## src/rtl/div_iter.sv

```systemverilog
// rtl/div_iter.sv - radix-2 restoring 32-bit divider, signed/unsigned; DIV_FASTPATH_EN shortcuts special cases
module div_iter #(
    parameter int W = 32
) (
    input  logic         clk,
    input  logic         rstn,
    input  logic         enable,
    input  logic         is_signed,
    input  logic [W-1:0] s,
    input  logic [W-1:0] t,
    output logic         busy,
    output logic         completed,
    output logic [W-1:0] q,
    output logic [W-1:0] r
);
    localparam int CW = $clog2(W);
    localparam logic [1:0] IDLE = 2'd0;
    localparam logic [1:0] CALC = 2'd1;
    localparam logic [1:0] FIX  = 2'd2;
    localparam logic [W-1:0] MIN_NEG = {1'b1, {(W-1){1'b0}}};
    localparam logic [W-1:0] ONE     = {{(W-1){1'b0}}, 1'b1};

    logic [1:0]    state;
    logic [CW-1:0] cnt;
    logic [W-1:0]  rem, quo, dvs, s_raw;
    logic          sign_q, sign_r, sp_dz, sp_ovf, sp_one;

    logic [W-1:0]  abs_s, abs_t;
    logic          dz, ovf, one;
    logic [W:0]    shifted;
    logic [W-1:0]  sub;
    logic          ge;

    always_comb begin
        abs_s   = (is_signed && s[W-1]) ? -s : s;
        abs_t   = (is_signed && t[W-1]) ? -t : t;
        dz      = (t == '0);
        ovf     = is_signed && (s == MIN_NEG) && (t == '1);
        one     = (t == ONE) && (!is_signed || !s[W-1]);
        shifted = {rem, quo[W-1]};
        ge      = (shifted >= {1'b0, dvs});
        // The true difference always fits W bits when ge holds, so modular W-bit subtraction suffices.
        sub     = shifted[W-1:0] - dvs;
    end

    always_ff @(posedge clk or negedge rstn) begin
        if (!rstn) begin
            state     <= IDLE;
            cnt       <= '0;
            rem       <= '0;
            quo       <= '0;
            dvs       <= '0;
            s_raw     <= '0;
            sign_q    <= 1'b0;
            sign_r    <= 1'b0;
            sp_dz     <= 1'b0;
            sp_ovf    <= 1'b0;
            sp_one    <= 1'b0;
            busy      <= 1'b0;
            completed <= 1'b0;
            q         <= '0;
            r         <= '0;
        end else begin
            case (state)
                IDLE: begin
                    completed <= 1'b0;
                    if (enable) begin
                        quo    <= abs_s;
                        dvs    <= abs_t;
                        s_raw  <= s;
                        sign_q <= is_signed & (s[W-1] ^ t[W-1]);
                        sign_r <= is_signed & s[W-1];
                        sp_dz  <= dz;
                        sp_ovf <= ovf;
                        sp_one <= one;
                        rem    <= '0;
                        cnt    <= '0;
                        busy   <= 1'b1;
`ifdef DIV_FASTPATH_EN
                        state  <= (dz || ovf || one) ? FIX : CALC;
`else
                        state  <= CALC;
`endif
                    end
                end
                CALC: begin
                    rem <= ge ? sub : shifted[W-1:0];
                    quo <= {quo[W-2:0], ge};
                    cnt <= cnt + 1'b1;
                    if (cnt == CW'(W - 1))
                        state <= FIX;
                end
                FIX: begin
                    // Special cases bypass sign correction: their results are fixed at launch.
                    if (sp_dz) begin
                        q <= '1;
                        r <= s_raw;
                    end else if (sp_ovf) begin
                        q <= MIN_NEG;
                        r <= '0;
                    end else if (sp_one) begin
                        q <= s_raw;
                        r <= '0;
                    end else begin
                        q <= sign_q ? -quo : quo;
                        r <= sign_r ? -rem : rem;
                    end
                    completed <= 1'b1;
                    busy      <= 1'b0;
                    state     <= IDLE;
                end
                default: state <= IDLE;
            endcase
        end
    end
endmodule

```

## config.mk

```make
export PLATFORM = sky130hd
export DESIGN_NAME = div_iter
export DESIGN_NICKNAME = d
export VERILOG_FILES = /design/src/rtl/div_iter.sv
export SDC_FILE = /design/constraint.sdc
export NUM_CORES = 1
export LEC_CHECK = 0
export ABC_AREA = 1
export CORE_AREA = 2 2 228 118
export CTS_CLUSTER_DIAMETER = 50
export DETAILED_ROUTE_END_ITERATION = 12
export DIE_AREA = 0 0 230 120
export HOLD_SLACK_MARGIN = 0.12
export PLACE_DENSITY = 0.83
export SLEW_MARGIN = 20
export SYNTH_ARGS = -nofsm -noshare
export SYNTH_HDL_FRONTEND = slang
export SYNTH_SLANG_ARGS = --single-unit
```

## constraint.sdc

```tcl
create_clock -name clk -period 2.38 [get_ports clk]
set_input_delay 0.714 -clock clk [delete_from_list [all_inputs] [get_ports clk]]
set_output_delay 0.714 -clock clk [all_outputs]
set_load 0.005 [all_outputs]
```

* After elaboration in Yosys (flattened, before gate mapping)
Cells that the tools add are included.
Storage, ports and cells: ROM bits 0, input port bits 68, bits in latches 0, word-level logic and storage cells 72, output and inout bits 66, bits in writable memories 0, register bits after elaboration 206, memories 0
Cells by class: reductions and logical operators 16, multipliers 0, bitwise operators 3, add/subtract/negate cells 6, equal/unequal tests 8, shift operators 0, magnitude comparators 1, div/mod/pow operators 0, multiplexer cells 23
Operator list (count):
- $mux 32 | 13
- $neg 32->32 | 4
- $pmux 32 s2 | 2
- $eq 32x32->1 const B | 2
- $ge 33x32->1 | 1
- $eq 32x1->1 const B | 1
- $logic_not 32->1 | 1
- $sub 32x32->32 | 1
- $pmux 5 s2 | 1
- $reduce_and 2->1 | 4
- $add 5x1->5 const B | 1
- $eq 5x5->1 const B | 1
- $logic_and 1x1->1 | 5
- $mux 5 | 1
- $mux 2 | 2
- $ne 2x2->1 const B | 2
- $pmux 1 s2 | 2
- $pmux 2 s2 | 1
- $reduce_bool 2->1 | 2
- $and 1x1->1 | 2
- $eq 2x1->1 const B | 1
- $eq 2x2->1 const B | 1
- $logic_not 1->1 | 2
- $logic_not 2->1 | 1
- 3 further kinds | 3

* Logic depth before layout (Yosys ltp)
depth after elaboration 5, mapped depth 16

* Worst setup path before layout
Ideal clock, no wire load.
path kind input port to flip-flop, from input port s[1], to register quo[30], slack 0.371 ns, path buffers 0, setup time 0.127 ns, data arrival time 1.882 ns, stages 11, path through inv_1 > ha_1 > nand3_1 > nor3_1 > nand3_1 > nor2_1 > nand3_1 > nand2_1 > nand2_1 > nand2_1 > nand3_1
On the way: longest elaborated chain between the ends 4
RTL lines:
- start, declared | line 9 | input logic [W-1:0] s,
- $neg 32->32 | line 35 | abs_s = (is_signed && s[W-1]) ? -s : s;
- $mux 32 | line 35
- $mux 32 | line 67 | if (enable) begin
- $pmux 32 s2 | line 64 | case (state)
- end signal, assigned | line 68 | quo <= abs_s;
- end signal, assigned | line 88 | quo <= {quo[W-2:0], ge};
- end, declared | line 25 | logic [W-1:0] rem, quo, dvs, s_raw;
Every way passes these cells. The select of a mux whose other input is x is not followed. A chain may end at the register's enable or synchronous reset.

* Worst setup path after layout
from input port s[0], to register quo[26]
Same word-level chain as after synthesis.

==> impl_metrics.py <==
metrics = {
    "cts": {
        "htreeDepth": 1,
        "root_buffer": "clkbuf_16",
        "cts_buffer_depth": 3,
        "clkTransAtPathRegs_ns": 0.07,
        "holdBufCountCts": 0,
        "clock_sinks": 206,
        "clock_latency_ns": 0.54,
        "cts_tree": "yes",
        "numCtsBuffers": 22,
    },
    "cells_and_area": {
        "drive_above_1_share_pct": 13.7,
        "fin_nets": 2684,
        "layout_commonest_cell": "nand2_1",
        "utilization_pct": 74.5,
        "n_fill_cell": 2078,
        "final_cell_area_um2": 19200,
        "stdcell_count": 2946,
        "multi_input_area_um2": 8650,
        "seqCellArea_um2": 5150,
        "area_growth_pct": 28.9,
        "final_cell_mix": "636 x nand2_1, 288 x inv_1, 250 x nor2_1, 208 x buf_4, 206 x dfrtp_1",
    },
    "timing": {
        "finalCritPeriodShare_pct": 100,
        "rsz0062_at_grt": "true",
        "fmax_mhz": 418,
        "period_needed_ns": 2.39,
        "setup_ws_ns": -0.0110,
        "finalClockSkew_ns": 0.0125,
        "slew_viol_final": 0,
        "setup_violations": 1,
        "worst_slew_pin_slew_ns": 0.948,
        "final-hold-violation-count": 0,
        "timing.slew.headroom_pct": 36.6,
    },
    "synthesis": {
        "ys.flop_type": "dfrtp_1",
        "synth_edf_count": 0,
        "syn_area_um2": 14900,
        "synthArstFlopShare_pct": 100,
        "synth_seq_area_share_pct": 34.6,
        "syn_inst": 2283,
        "synth_cell_types": 50,
        "syn-num-nets": 2392,
        "ys_ff_latch": 206,
        "avgSynthCellArea_um2": 6.52,
        "ys_warn_count": 0,
    },
    "floorplanning": {
        "core_um2": 25700,
        "die_y_um": 120,
        "dieArea_um2": 27600,
        "io_pins": 134,
        "start_util_pct": 57.8,
        "die_width_um": 230,
        "rows": 42,
    },
    "drt": {
        "drt-pass1-iter-count": 6,
        "drc": 0,
        "viasPerCell": 6.04,
        "post_drt_wl_per_cell_um": 21.6,
        "totalWireLength_mm": 63.6,
        "ant_nets": 0,
        "num_vias": 17800,
        "drtIter0Drc": 2882,
    },
    "grt": {
        "grt_use_total_pct": 44.8,
        "overflow": 0,
        "met2_usage_pct": 55.4,
        "grt_util_met1_pct": 67.7,
        "grt_busiest_layer": "met1",
        "grt_max_degree": 69,
        "antenna_found_initial": 3,
        "grt_pass1_wl_mm": 93.0,
        "grt_pass1_vias": 15800,
        "use_met3_pct": 25.0,
    },
    "critical_path": {
        "critPathMaxFanout": 3,
        "endpoint_kind": "flop",
        "cp.required_ns": 2.79,
        "arrival_ns": 2.81,
        "crit_type": "primary input to flop",
        "startpoint_type": "primary input",
    },
    "place": {
        "dpl_cell_area_um2": 18100,
        "post-place-cells": 2901,
        "post-place-ws_ns": -0.352,
        "routabilityCongestion": 1.08,
        "portBuffers": 133,
        "hpwl_mm": 49.8,
    },
    "power_and_ir_drop": {
        "p_leak_nw": 9.81,
        "p_int_mw": 14.1,
        "share_comb_of_total_power_pct": 65.3,
        "pwr-share-clk_pct": 12.1,
        "swShare_pct": 53.0,
        "power_density_nw_per_um2": 1560,
        "power_switching_mw": 15.9,
        "seqPwrFrac_pct": 22.6,
        "ir_drop_mv": 1.12,
    },
    "run": {
        "maxCapViolations": 0,
    },
    "min_path": {
        "hold_path_class": "primary input to async pin",
    },
    "status": {
        "violations": "negative setup slack",
        "outcome": "finished with violations",
    },
}
synthesized netlist by cell type (2+ instances only):
cell type  count  area share (%)
o221ai_1       3            0.18
xnor2_1       17             1.0
dfrtp_1      206              35
nor3_1        24            0.81
buf_6          3            0.23
nor2_2        18            0.76
clkinv_1       2           0.050
inv_1        294             7.4
o21ai_0      131             4.4
a21oi_1      157             5.3
o31ai_1        5            0.25
a22o_1         2            0.12
buf_1          6            0.15
inv_2          6            0.15
nand3_1      205             6.9
o21bai_1       2            0.10
nand3b_1       7            0.35
ha_1          40             3.4
a31oi_1        2           0.084
and2_1         4            0.17
nand2_1      644              16
xor2_1        40             2.4
o211ai_1      14            0.71
buf_2         18            0.60
o21ai_1        3            0.10
o22ai_1        4            0.17
or2_2          6            0.25
nor2_1       256             6.5
nor4_1         5            0.21
nand2_2       14            0.59
nand4_1       42             1.8
a22oi_1       31             1.6
clkbuf_1      55             1.4
sequential cells by signal, indices dropped and copies added, names as in the netlist:
signal,flops
busy,1
cnt,5
completed,1
dvs,32
q,32
quo,32
r,32
rem,32
s_raw,32
sign_q,1
sign_r,1
sp_dz,1
sp_one,1
sp_ovf,1
state,2
worst paths after layout:
path	from	endpoint	slack, ns	cells after the start
min reg2reg	dvs[14]	dvs[14]	0.49	2
max	s[0]	quo[26]	-0.01	10
min in group clk	dvs[14]	dvs[14]	0.49	2
max reg2reg	dvs[31]	rem[28]	0.05	14
max in group asynchronous	rstn	dvs[13]	1.53	2
min	rstn	rem[28]	0.13	1
critical path: stages:
cell	delay, ns
clkdlybuf4s50_1	0.42
inv_1	0.08
ha_1	0.17
nand3_1	0.10
nor3_1	0.33
nand3_1	0.26
o21ai_1	0.36
nand3_1	0.18
nand2_1	0.10
o211ai_1	0.08
cells by family after synthesis:
group	share of synthesized area (%)
xor gates and xnor gates	3.35
muxes	0.0672
and+or+nand+nor	35.1
DFF	34.6
buffers and inverters	9.98
adders and majority gates	3.49
AOI/OAI and AO/OA	13.4
power by group through the flow:
stage	Sequential (mW)	Combinational [mW]	Clock, mW
floorplan	5.87	11.2	0
global placement	6.42	17.1	0
detailed placement	6.48	17.5	0
CTS	6.45	17.7	3.57
global route	6.74	21.1	3.72
finish	6.78	19.6	3.61
through the flow:
stage	power, mW	setup TNS (ns)	hold WS (ns)
floorplan	17.1	0	0.418
CTS	27.7	0	0.151
finish	30.0	-0.0110	0.127
detailed placement	24.0	-17.19	0.474
global route	31.5	-0.122	0.167
global placement	23.5	-12.97	0.463
area by class of cell:
cell class	instances	area share (%)
well taps	352	2.29
clock buffers	30	3.29
clock inverters	10	0.548
repair buffers	350	16.0
diodes	3	0.0391
flip-flops and latches	206	26.9
inverters	302	5.91
multi-input cells	1693	45.0
layer usage:
metal  part of all wire (%)  wire (µm)
met5                   0.33        207
met2                     36      22900
met4                    1.3        814
met1                     42      27000
met3                     20      12600
repair_timing:
item                                    4_1_cts  5_1_grt
endpoints found under the setup margin       26       34
pin swaps                                     0        1
setup buffers                                 0        2
gates resized for setup                       4       62
Power figures use the tool's default switching activity.
